--- src/rtl/pc_btb_unit_if.sv ---
// Signal bundle between the PC/BTB unit and the rest of the pipeline:
// stall, execute-stage redirect and training inputs, fetch/prediction outputs.
interface pc_btb_unit_if #(
    parameter int XLEN = 32
);
    logic            stall;
    logic            redirect_valid;
    logic [XLEN-1:0] redirect_pc;
    logic            update_valid;
    logic [XLEN-1:0] update_pc;
    logic [XLEN-1:0] update_target;
    logic            update_taken;
    logic [XLEN-1:0] current_pc;
    logic [XLEN-1:0] predicted_next_pc;
    logic            pred_hit;
    logic            pred_taken;

    modport master (
        output stall, redirect_valid, redirect_pc,
        output update_valid, update_pc, update_target, update_taken,
        input  current_pc, predicted_next_pc, pred_hit, pred_taken
    );

    modport slave (
        input  stall, redirect_valid, redirect_pc,
        input  update_valid, update_pc, update_target, update_taken,
        output current_pc, predicted_next_pc, pred_hit, pred_taken
    );
endinterface

--- src/rtl/pc_btb_unit.sv ---
// Fetch PC register with +4 incrementer and a direct-mapped BTB of 2-bit
// saturating counters; lookup is combinational on the registered fetch PC.
module pc_btb_unit #(
    parameter int              XLEN        = 32,
    parameter logic [XLEN-1:0] RESET_PC    = 32'h0000_0000,
    parameter int              BTB_ENTRIES = 16
) (
    input logic          clk,
    input logic          reset,
    pc_btb_unit_if.slave bus
);
    localparam int IDX_W = $clog2(BTB_ENTRIES);
    localparam int TAG_W = XLEN - IDX_W - 2;
    localparam logic [XLEN-1:0] PC_STEP = {{(XLEN-3){1'b0}}, 3'b100};

    function automatic logic [1:0] sat_inc(input logic [1:0] c);
        return (c == 2'b11) ? 2'b11 : c + 2'b01;
    endfunction

    function automatic logic [1:0] sat_dec(input logic [1:0] c);
        return (c == 2'b00) ? 2'b00 : c - 2'b01;
    endfunction

    logic [XLEN-1:0]  r_pc;
    logic             r_valid  [BTB_ENTRIES];
    logic [TAG_W-1:0] r_tag    [BTB_ENTRIES];
    logic [XLEN-1:0]  r_target [BTB_ENTRIES];
    logic [1:0]       r_ctr    [BTB_ENTRIES];

    logic [IDX_W-1:0] w_lk_idx;
    logic [TAG_W-1:0] w_lk_tag;
    logic             w_lk_hit;
    logic             w_lk_taken;
    logic [XLEN-1:0]  w_pred_next;
    logic [XLEN-1:0]  w_pc_next;
    logic [IDX_W-1:0] w_up_idx;
    logic [TAG_W-1:0] w_up_tag;
    logic             w_up_hit;
    logic             w_unused;

    assign w_lk_idx    = r_pc[IDX_W+1:2];
    assign w_lk_tag    = r_pc[XLEN-1:IDX_W+2];
    assign w_lk_hit    = r_valid[w_lk_idx] && (r_tag[w_lk_idx] == w_lk_tag);
    assign w_lk_taken  = w_lk_hit && r_ctr[w_lk_idx][1];
    assign w_pred_next = w_lk_taken ? r_target[w_lk_idx] : r_pc + PC_STEP;

    assign w_up_idx = bus.update_pc[IDX_W+1:2];
    assign w_up_tag = bus.update_pc[XLEN-1:IDX_W+2];
    assign w_up_hit = r_valid[w_up_idx] && (r_tag[w_up_idx] == w_up_tag);
    assign w_unused = ^{r_pc[1:0], bus.update_pc[1:0]};

    // Next fetch PC: redirect beats stall, otherwise follow the prediction
    always_comb begin
        w_pc_next = r_pc;
        if (bus.redirect_valid) begin
            w_pc_next = bus.redirect_pc;
        end else if (bus.stall) begin
            w_pc_next = r_pc;
        end else begin
            w_pc_next = w_pred_next;
        end
    end

    // Fetch PC register
    always_ff @(posedge clk) begin
        if (reset) begin
            r_pc <= RESET_PC;
        end else begin
            r_pc <= w_pc_next;
        end
    end

    // Valid bits and direction counters; reset leaves every entry invalid, weakly not-taken
    always_ff @(posedge clk) begin
        if (reset) begin
            for (int i = 0; i < BTB_ENTRIES; i++) begin
                r_valid[i] <= 1'b0;
                r_ctr[i]   <= 2'b01;
            end
        end else if (bus.update_valid) begin
            if (w_up_hit) begin
                r_ctr[w_up_idx] <= bus.update_taken ? sat_inc(r_ctr[w_up_idx])
                                                    : sat_dec(r_ctr[w_up_idx]);
            end else if (bus.update_taken) begin
                r_valid[w_up_idx] <= 1'b1;
                r_ctr[w_up_idx]   <= 2'b10;
            end
        end
    end

    // Tag and target payload; only meaningful while the matching valid bit is set
    always_ff @(posedge clk) begin
        if (!reset && bus.update_valid && bus.update_taken) begin
            r_target[w_up_idx] <= bus.update_target;
            if (!w_up_hit) begin
                r_tag[w_up_idx] <= w_up_tag;
            end
        end
    end

    assign bus.current_pc        = r_pc;
    assign bus.predicted_next_pc = w_pred_next;
    assign bus.pred_hit          = w_lk_hit;
    assign bus.pred_taken        = w_lk_taken;
endmodule

--- src/flat_wrapper.sv ---
// flat-port wrapper written by rule: the top's interface ports become plain ports
module pc_btb_unit_flat 
#(
    parameter int              XLEN        = 32,
    parameter logic [XLEN-1:0] RESET_PC    = 32'h0000_0000,
    parameter int              BTB_ENTRIES = 16
)
  (clk, reset, bus_stall, bus_redirect_valid, bus_redirect_pc, bus_update_valid, bus_update_pc, bus_update_target, bus_update_taken, bus_current_pc, bus_predicted_next_pc, bus_pred_hit, bus_pred_taken);
  pc_btb_unit_if #(.XLEN(XLEN)) bus_i ();
  input logic clk;
  input logic reset;
  input wire logic [$bits(bus_i.stall)-1:0] bus_stall;
  input wire logic [$bits(bus_i.redirect_valid)-1:0] bus_redirect_valid;
  input wire logic [$bits(bus_i.redirect_pc)-1:0] bus_redirect_pc;
  input wire logic [$bits(bus_i.update_valid)-1:0] bus_update_valid;
  input wire logic [$bits(bus_i.update_pc)-1:0] bus_update_pc;
  input wire logic [$bits(bus_i.update_target)-1:0] bus_update_target;
  input wire logic [$bits(bus_i.update_taken)-1:0] bus_update_taken;
  output wire logic [$bits(bus_i.current_pc)-1:0] bus_current_pc;
  output wire logic [$bits(bus_i.predicted_next_pc)-1:0] bus_predicted_next_pc;
  output wire logic [$bits(bus_i.pred_hit)-1:0] bus_pred_hit;
  output wire logic [$bits(bus_i.pred_taken)-1:0] bus_pred_taken;
  assign bus_i.stall = bus_stall;
  assign bus_i.redirect_valid = bus_redirect_valid;
  assign bus_i.redirect_pc = bus_redirect_pc;
  assign bus_i.update_valid = bus_update_valid;
  assign bus_i.update_pc = bus_update_pc;
  assign bus_i.update_target = bus_update_target;
  assign bus_i.update_taken = bus_update_taken;
  assign bus_current_pc = bus_i.current_pc;
  assign bus_predicted_next_pc = bus_i.predicted_next_pc;
  assign bus_pred_hit = bus_i.pred_hit;
  assign bus_pred_taken = bus_i.pred_taken;
  pc_btb_unit #(.XLEN(XLEN), .RESET_PC(RESET_PC), .BTB_ENTRIES(BTB_ENTRIES)) u_core (.clk(clk), .reset(reset), .bus(bus_i));
endmodule
--- config.mk ---
export PLATFORM = sky130hd
export DESIGN_NAME = pc_btb_unit_flat
export DESIGN_NICKNAME = d
export VERILOG_FILES = /design/src/rtl/pc_btb_unit_if.sv /design/src/rtl/pc_btb_unit.sv /design/src/flat_wrapper.sv
export SDC_FILE = /design/constraint.sdc
export NUM_CORES = 1
export LEC_CHECK = 0
export CAP_MARGIN = 40
export CORE_AREA = 4 4 277 279
export CTS_CLUSTER_SIZE = 20
export DETAILED_ROUTE_END_ITERATION = 6
export DIE_AREA = 0 0 281 283
export DONT_BUFFER_PORTS = 1
export PLACE_DENSITY_LB_ADDON = 0.3
export SETUP_SLACK_MARGIN = 0.5
export SLEW_MARGIN = 30
export SYNTH_ARGS = -nofsm -noshare
export SYNTH_HDL_FRONTEND = slang
export SYNTH_SLANG_ARGS = --single-unit
--- constraint.sdc ---
create_clock -name clk -period 11.4 [get_ports clk]
set_input_delay 1.14 -clock clk [delete_from_list [all_inputs] [get_ports clk]]
set_output_delay 1.14 -clock clk [all_outputs]
set_load 0.02 [all_outputs]
# [Yosys cells after proc, flatten, opt, wreduce, memory -nomap -nowiden]
# Memory sizes are Yosys's and may differ from the RTL's. A register that Yosys moved wholly into a read port is not among the register bits.
# Index checks and enable logic that the tools add are counted.
[word_totals] reg_bits=32 ramBits=976 in_bits=102 output_inout_bits=66 word_cells=59 memories=4
[mem_list] name="u_core.r_target" words=16 width=32 rd=1 rd_ports_with_merged_regs=1 write_ports=1 line_no="pc_btb_unit.sv:27" text="logic [XLEN-1:0] r_target [BTB_ENTRIES];"
[mem_list] name="u_core.r_tag" words=16 width=26 rd=2 rd_ports_with_merged_regs=1 write_ports=1 line_no="pc_btb_unit.sv:26" text="logic [TAG_W-1:0] r_tag [BTB_ENTRIES];"
[mem_list] name="u_core.r_ctr" words=16 width=2 rd=2 rd_ports_with_merged_regs=1 write_ports=16 line_no="pc_btb_unit.sv:28" text="logic [1:0] r_ctr [BTB_ENTRIES];"
[mem_list] name="u_core.r_valid" words=16 width=1 rd=2 rd_ports_with_merged_regs=1 write_ports=16 line_no="pc_btb_unit.sv:25" text="logic r_valid [BTB_ENTRIES];"
[op_classes] n_addsub=3 n_eq_ne=4 muxes=37 bitwise=1 n_reduce_logical=9
[op_table] op="$mux W32" count=3
[op_table] op="$eq A26 B26 Y1" count=2
[op_table] op="$mux W4" count=10
[op_table] op="$add A32 B3 Y32 const B" count=1
[op_table] op="$mux W1" count=19
[op_table] op="$mux W2" count=5
[op_table] op="$logic_and A1 B1 Y1" count=5
[op_table] op="$add A2 B1 Y2 const B" count=1
[op_table] op="$eq A2 B2 Y1 const B" count=1
[op_table] op="$logic_not A2 Y1" count=1
[op_table] op="$ne A2 B1 Y1 const B" count=1
[op_table] op="$reduce_or A2 Y1" count=1
[op_table] op="$sub A2 B1 Y2 const B" count=1
[op_table] op="$logic_not A1 Y1" count=1
[op_table] op="$or A1 B1 Y1" count=1
[op_table] op="$reduce_or A1 Y1" count=1

# [Logic depth before layout (Yosys ltp)]
# Gate-level depths: netlist of run 1.
# An unclocked memory read counts as a cell.
[logic_depth] depth_word=10 mapped_depth=16 mapped_depth_nobuf=9

# [Worst setup path after synthesis of run 1]
# OpenSTA, ideal clock, no wires.
[synth_path] kind="input to register" from="in bus_update_pc[2]" to="mem u_core.r_tag[9][0] (netlist bit) (enable)" arrival_time_ns=4.944 slack_ns=6.071 path_stages=8 n_path_buf=5 path_cell_list="clkbuf_1 -> buf_2 -> buf_2 -> clkbuf_1 -> nor2b_1 -> clkbuf_1 -> nor2b_1 -> and2_1"
[synth_between] elab_chain_cells=6 elab_cells_between_ends=7 classes_between="eq/ne (1); mux (3); reduce/logical (1); memory (2)"
[synth_lines] item="from (decl)" line_no="flat_wrapper.sv:16" text="input wire logic [$bits(bus_i.update_pc)-1:0] bus_update_pc;"
[synth_lines] item="$mem_v2 Z16 W26"
[synth_lines] item="$eq A26 B26 Y1" line_no="pc_btb_unit.sv:49" text="assign w_up_hit = r_valid[w_up_idx] && (r_tag[w_up_idx] == w_up_tag);"
[synth_lines] item="$logic_and A1 B1 Y1" line_no="pc_btb_unit.sv:49"
[synth_lines] item="$mux W1" line_no="pc_btb_unit.sv:95" text="if (!w_up_hit) begin"
[synth_lines] item="$mux W1" line_no="pc_btb_unit.sv:93" text="if (!reset && bus.update_valid && bus.update_taken) begin"
[synth_lines] item="$mux W1 (implied by the code)" line_no="pc_btb_unit.sv:96" text="r_tag[w_up_idx] <= w_up_tag;"
[synth_lines] item="to (decl)" line_no="pc_btb_unit.sv:26"
# Several ways; a longest one is shown, not always the timed one.

==> results of run 1 <==
[cell type report]
| cell class | instances | area, um^2 |
|---|---|---|
| Inverter | 27 | 101.3 |
| Fill cell | 4724 | 25540 |
| Timing Repair Buffer | 61 | 600.6 |
| Antenna cell | 1 | 2.502 |
| Clock inverter | 60 | 576.8 |
| Tap cell | 969 | 1212 |
| Clock buffer | 125 | 2659 |
| Multi-Input combinational cell | 1007 | 13620 |
| Sequential cell | 1012 | 29880 |
[worst max-delay path: stages, from the launching register on]
cell	delay [ns]
dfxtp_4	0.87
buf_12	0.66
mux4_2	0.59
a22o_1	0.24
a221oi_1	0.55
xnor2_1	0.19
nand3_1	0.22
nor4_4	0.35
nand4_4	0.13
buf_4	0.40
mux2i_1	0.73
[layout by cell type (no fill, tap or decap), types with 25 or more instances in the layout]
master,netlist,layout
a21oi_1,31,31
inv_1,27,26
dfxtp_1,52,48
xnor2_1,61,61
edfxtp_1,960,960
nor2_4,0,27
mux4_2,396,396
mux2i_1,84,84
mux2_2,34,34
buf_4,13,46
nand3_1,26,25
clkbuf_16,0,102
a22o_1,26,26
nor2_1,61,34
nor2b_1,30,26
nand2_1,50,49
[how the worst max path moves through the flow]
stage | end | slack [ns] | startpoint
after CTS | bus_predicted_next_pc[12] | 4.41 | register
after global placement | bus_predicted_next_pc[12] | 5.19 | register
final | bus_predicted_next_pc[27] | 4.55 | register
after detailed placement | bus_predicted_next_pc[12] | 5.12 | register
after global routing | bus_predicted_next_pc[27] | 4.38 | register
after floorplan | u_core.r_tag[9][0] | 6.07 | bus_update_pc[2]
[kinds of logic (layout without fill, tap and decap cells)]
logic type / count (synthesis) / after routing / share of synthesized area [%]
AO/OA/AOI/OAI: 166 / 166 / 2.666
adder cells (fa/ha/maj): 1 / 1 / 0.02839
AND/OR/NAND/NOR: 240 / 240 / 2.799
XOR/XNOR: 79 / 79 / 1.570
multiplexers: 521 / 521 / 23.25
buffers and inverters: 178 / 273 / 1.913
flip-flops: 1012 / 1012 / 67.77
other: 0 / 1 / 0
[layer usage]
metal  GRT usage, %  vias to the layer above  share of wire [%]
met5              0                        -              0.012
met3          7.740                      230                 12
li1               -                     9226                  -
met4          9.325                        2                3.2
met2          45.42                     1593                 49
met1          39.27                    12240                 36
[stage by stage]
| step | hold WS, ns | std cells | total power [uW] | cell area, um^2 |
|---|---|---|---|---|
| after floorplan | 0.4469 | 2197 | 4650 | 44070 |
| after global placement | 0.4660 | 3062 | 4752 | 45200 |
| after detailed placement | 0.4695 | 3068 | 4768 | 45330 |
| after CTS | 0.4796 | 3253 | 7967 | 48560 |
| after global routing | 0.5079 | 3262 | 8180 | 48650 |
| final | 0.4865 | 3262 | 7947 | 48650 |
[sequential cells by signal, summed over array words and instances (netlist names), named ones only]
name and cells:
u_core.bus.current_pc 32, u_core.r_ctr 32, u_core.r_tag 416, u_core.r_target 512, u_core.r_valid 16
[power groups by stage]
stage	logic [uW]	registers (uW)	clock network (uW)
after floorplan	443	4210	0
after global placement	505	4250	0
after detailed placement	522	4250	0
after CTS	526	4170	3270
after global routing	565	4160	3450
final	536	4160	3250
==> flow_metrics.py, run 1 <==
metrics = {
    "status": {
        "status": "finished, final reports clean",
    },
    "placement": {
        "portBuffers": 0,
        "place_ws_ns": 5.123,
        "place_congestion": 0.8307,
        "dp_hpwl_um": 62030,
    },
    "synth": {
        "synthCells": 2197,
        "synth_top_area_share_pct": 65.41,
        "synth_area_leaders": "edfxtp_1 65%, mux4_2 20%, dfxtp_1 2.4%",
        "avgSynthCellArea_um2": 20.06,
        "synth_seq_cells": 1012,
        "synth_area_um2": 44070,
        "synth_commonest_cells": "960 x edfxtp_1, 396 x mux4_2, 84 x mux2i_1",
        "async_reset_ff_share_pct": 0,
        "seq_area_frac_synth_pct": 67.77,
        "yosysWarnings": 0,
        "synth.distinct_cells": 57,
        "synthesis.nets": 2300,
        "synth_area_leader_cell": "edfxtp_1",
        "ys.flop_type": "edfxtp_1",
        "synth_edf_count": 960,
        "yosysMostFrequentCell": "edfxtp_1",
    },
    "route": {
        "route.vias.total": 23290,
        "drt-vias-per-instance": 7.141,
        "drt_wl_total_um": 112600,
        "drtIter0Drc": 3195,
        "ant_nets": 0,
        "drcViolationCount": 0,
        "first_pass_iters": 5,
        "post_drt_wl_per_cell_um": 34.51,
    },
    "hold_path": {
        "whs_endpoint": "u_core.r_valid[2]",
        "min_path_cells": 2,
        "hold_class": "reg -> reg",
        "hold_start": "u_core.r_valid[2]",
    },
    "timing": {
        "hold_viol_final": 0,
        "fin_crit_ns": 6.848,
        "rsz0062_at_grt": "no",
        "timing.final.ws_setup_ns": 4.552,
        "skew_ns": 0.03287,
        "max_slew_margin_pct": 42.09,
        "fmax_mhz": 146.0,
        "finalCritPeriodShare_pct": 60.07,
        "fin_setup_tns_ns": 0,
        "finalSetupViolCount": 0,
        "final_max_slew_viol_count": 0,
        "worstMarginPinSlew_ns": 0.8445,
    },
    "layout": {
        "nNetsFinal": 2312,
        "area_growth_pct": 10.39,
        "fin_util_pct": 65.57,
        "drive_above_1_share_pct": 29.97,
    },
    "power": {
        "switching_share_pct": 21.72,
        "seqPwrFrac_pct": 52.4,
        "p_clk_share_pct": 40.9,
        "comb_power_share_pct": 6.7,
        "power_density_nw_per_um2": 163.3,
        "worst_ir_drop_vdd_uv": 148.1,
        "p_leak_uw": 0.01514,
        "p_sw_uw": 1726,
        "intPower_uw": 6221,
    },
    "cts": {
        "clk_latency_ns": 0.67,
        "cts_num_sinks": 1012,
        "cts_resized": 0,
        "cts_inserted_buffers": 100,
        "clockBufferDepth": 3,
        "postCtsSetupRepairBufs": 0,
        "cts_hold_buf": 0,
        "cts-root-buf": "clkbuf_16",
        "cts_tree": "built",
        "cts.clk_slew.worst_paths_ns": 0.06,
        "htree_levels": 3,
    },
    "worst_setup_path": {
        "reg2reg_depth": 11,
        "crit_required_ns": 10.26,
        "worstSetupStartpointType": "register",
        "path_class": "reg -> out",
        "arrival_ns": 5.71,
        "crit_path_max_fanout": 101,
        "r2r-end": "u_core.bus.current_pc[27]",
        "r2r_slack_ns": 6.12,
        "crit_path_end_kind": "output port",
    },
    "floorplan": {
        "fp.coreArea_um2": 74200,
        "die-area_um2": 79520,
        "rows": 100,
        "pin_count": 168,
        "dieHeight_um": 283,
        "start_util_pct": 59.40,
        "chipWidth_um": 281,
    },
    "global_route": {
        "grt-ovfl-total": 0,
        "antenna_found_initial": 4,
        "first_global_vias": 23620,
        "grt.total_usage_pct": 28.59,
        "grt_max_degree": 122,
        "grt_pass1_wl_um": 164000,
    },
    "run": {
        "timing.max_cap.violations": 0,
    },
}
Note: power is estimated with default switching activity, not from simulation.
==> run 2: changes to the inputs <==
--- a/config.mk
+++ b/config.mk
@@ -6,10 +6,10 @@
 export NUM_CORES = 1
 export LEC_CHECK = 0
 export CAP_MARGIN = 40
-export CORE_AREA = 4 4 277 279
+export CORE_AREA = 4 4 281 283
 export CTS_CLUSTER_SIZE = 20
 export DETAILED_ROUTE_END_ITERATION = 6
-export DIE_AREA = 0 0 281 283
+export DIE_AREA = 0 0 285 287
 export DONT_BUFFER_PORTS = 1
 export PLACE_DENSITY_LB_ADDON = 0.3
 export SETUP_SLACK_MARGIN = 0.5
==> constraint.sdc (replaced) <==
create_clock -name clk -period 5.9 [get_ports clk]
set_input_delay 0.59 -clock clk [delete_from_list [all_inputs] [get_ports clk]]
set_output_delay 0.59 -clock clk [all_outputs]
set_load 0.02 [all_outputs]
==> flow_metrics.py, run 2 (same netlist as run 1, synthesis figures left out) <==
metrics = {
    "route": {
        "route.vias.total": 23970,
        "ant_nets": 0,
        "drt-vias-per-instance": 6.963,
        "drt_wl_total_um": 119300,
        "post_drt_wl_per_cell_um": 34.66,
        "drtIter0Drc": 3170,
        "first_pass_iters": 5,
        "drcViolationCount": 0,
    },
    "timing": {
        "worstMarginPinSlew_ns": 0.9452,
        "rsz0062_at_grt": "no",
        "timing.final.ws_setup_ns": 0.5716,
        "finalSetupViolCount": 0,
        "final_max_slew_viol_count": 0,
        "hold_viol_final": 0,
        "fmax_mhz": 187.7,
        "max_slew_margin_pct": 36.76,
        "finalCritPeriodShare_pct": 90.31,
        "fin_crit_ns": 5.328,
        "skew_ns": 0.04911,
        "fin_setup_tns_ns": 0,
    },
    "cts": {
        "htree_levels": 3,
        "clk_latency_ns": 0.70,
        "cts_num_sinks": 1012,
        "cts.clk_slew.worst_paths_ns": 0.06,
        "cts-root-buf": "clkbuf_16",
        "cts_inserted_buffers": 102,
        "cts_tree": "built",
        "clockBufferDepth": 3,
    },
    "floorplan": {
        "start_util_pct": 57.46,
        "die-area_um2": 81800,
        "rows": 102,
        "fp.coreArea_um2": 76700,
        "dieHeight_um": 287,
        "chipWidth_um": 285,
        "pin_count": 168,
    },
    "global_route": {
        "grt-ovfl-total": 0,
        "grt_max_degree": 122,
        "grt.total_usage_pct": 29.27,
        "first_global_vias": 24500,
        "grt_pass1_wl_um": 171900,
        "antenna_found_initial": 10,
    },
    "power": {
        "power_density_nw_per_um2": 312.2,
        "worst_ir_drop_vdd_uv": 364.2,
        "p_clk_share_pct": 40.9,
        "p_sw_uw": 3511,
        "intPower_uw": 12070,
        "seqPwrFrac_pct": 51.6,
        "p_leak_uw": 0.01569,
        "switching_share_pct": 22.53,
        "comb_power_share_pct": 7.6,
    },
    "worst_setup_path": {
        "path_class": "reg -> out",
        "crit_required_ns": 5.31,
        "worstSetupStartpointType": "register",
        "crit_path_end": "bus_predicted_next_pc[21]",
        "reg2reg_depth": 10,
        "r2r_slack_ns": 1.42,
        "crit_path_end_kind": "output port",
        "crit_path_max_fanout": 44,
        "arrival_ns": 4.74,
    },
    "hold_path": {
        "hold_class": "in -> reg",
        "hold_start": "bus_update_target[21]",
    },
    "status": {
        "status": "finished, final reports clean",
    },
    "placement": {
        "portBuffers": 0,
        "place_ws_ns": 1.125,
        "postPlaceCellArea_um2": 45830,
        "place_congestion": 0.8352,
        "dp_hpwl_um": 69470,
    },
    "layout": {
        "nNetsFinal": 2412,
        "area_growth_pct": 13.25,
        "layout_common_cells": "960 x edfxtp_1, 396 x mux4_2, 102 x clkbuf_16",
        "drive_above_1_share_pct": 30.55,
        "final_cell_area_um2": 49910,
        "largest_reg_flops": 512,
        "final_common_cell": "edfxtp_1",
        "fillCellCount": 4957,
        "reg_top3": "u_core.r_target (512), u_core.r_tag (416)",
        "top_register": "u_core.r_target",
    },
    "run": {
        "timing.max_cap.violations": 0,
    },
}
run 2: critical path, stage by stage, from the launching register on:
cell and delay, ns:
dfxtp_4 0.65, buf_12 0.32, mux4_2 0.35, mux4_2 0.54, xnor2_1 0.36, nand4_1 0.17, nor4b_2 0.51, nand4_4 0.13
buf_6 0.32, mux2i_1 0.42, buf_4 0.22
run 2: what timing repair did:
| item | CTS | global route |
|---|---|---|
| hold buffers | 67 | 1 |
| endpoints found under the hold margin | 788 | 1 |
| endpoints found under the setup margin | 3 | 31 |
| resized for setup | 3 | 1 |
| buffers inserted | 0 | 1 |
| gates cloned | 0 | 0 |
run 2: layout make-up:
type / instances / area, um^2 / share of cell area, %
sequential: 1012 / 29880 / 59.87
multi-input combinational: 1007 / 13630 / 27.31
clock buffer: 128 / 2680 / 5.370
timing repair buffer: 159 / 1660 / 3.327
tap: 1040 / 1301 / 2.607
clock inverter: 63 / 638.1 / 1.279
inverter: 27 / 101.3 / 0.2031
antenna: 6 / 15.01 / 0.03008
run 2: worst min-delay path by stage:
stage | slack (ns) | depth (start not counted) | endpoint
floorplan | 0.45 | 2 | u_core.r_valid[9]
global placement | 0.46 | 2 | u_core.r_valid[7]
detailed placement | 0.48 | 2 | u_core.r_valid[2]
CTS | 0.0004 | 0 | u_core.r_target[6][25]
global route | 0.002 | 0 | u_core.r_tag[7][0]
finish | 0.03 | 0 | u_core.r_target[4][21]
run 2: through the flow:
step	std cells	utilization, %	hold WS, ns	total power, uW
final	3442	65.07	0.02596	15580
after global routing	3437	65.05	0.001825	16050
after CTS	3432	64.97	0.0003931	15620
after detailed placement	3174	59.75	0.4770	9236
after global placement	3163	59.41	0.4642	9211
after floorplan	2197	-	0.4469	8986
run 2: power groups by stage:
stage	Clock (uW)	Sequential [uW]	Combinational, uW
4_1_cts	6420	8040	1170
5_1_grt	6770	8040	1250
3_5_place_dp	0	8190	1050
3_3_place_gp	0	8190	1020
2_1_floorplan	0	8130	856
6_report	6370	8030	1180
run 2: layer usage:
metal | part of all wire [%] | global-route usage [%]
met1 | 36 | 40.27
met2 | 48 | 46.25
met3 | 12 | 7.883
met4 | 3.7 | 10.12
met5 | 0.045 | 0
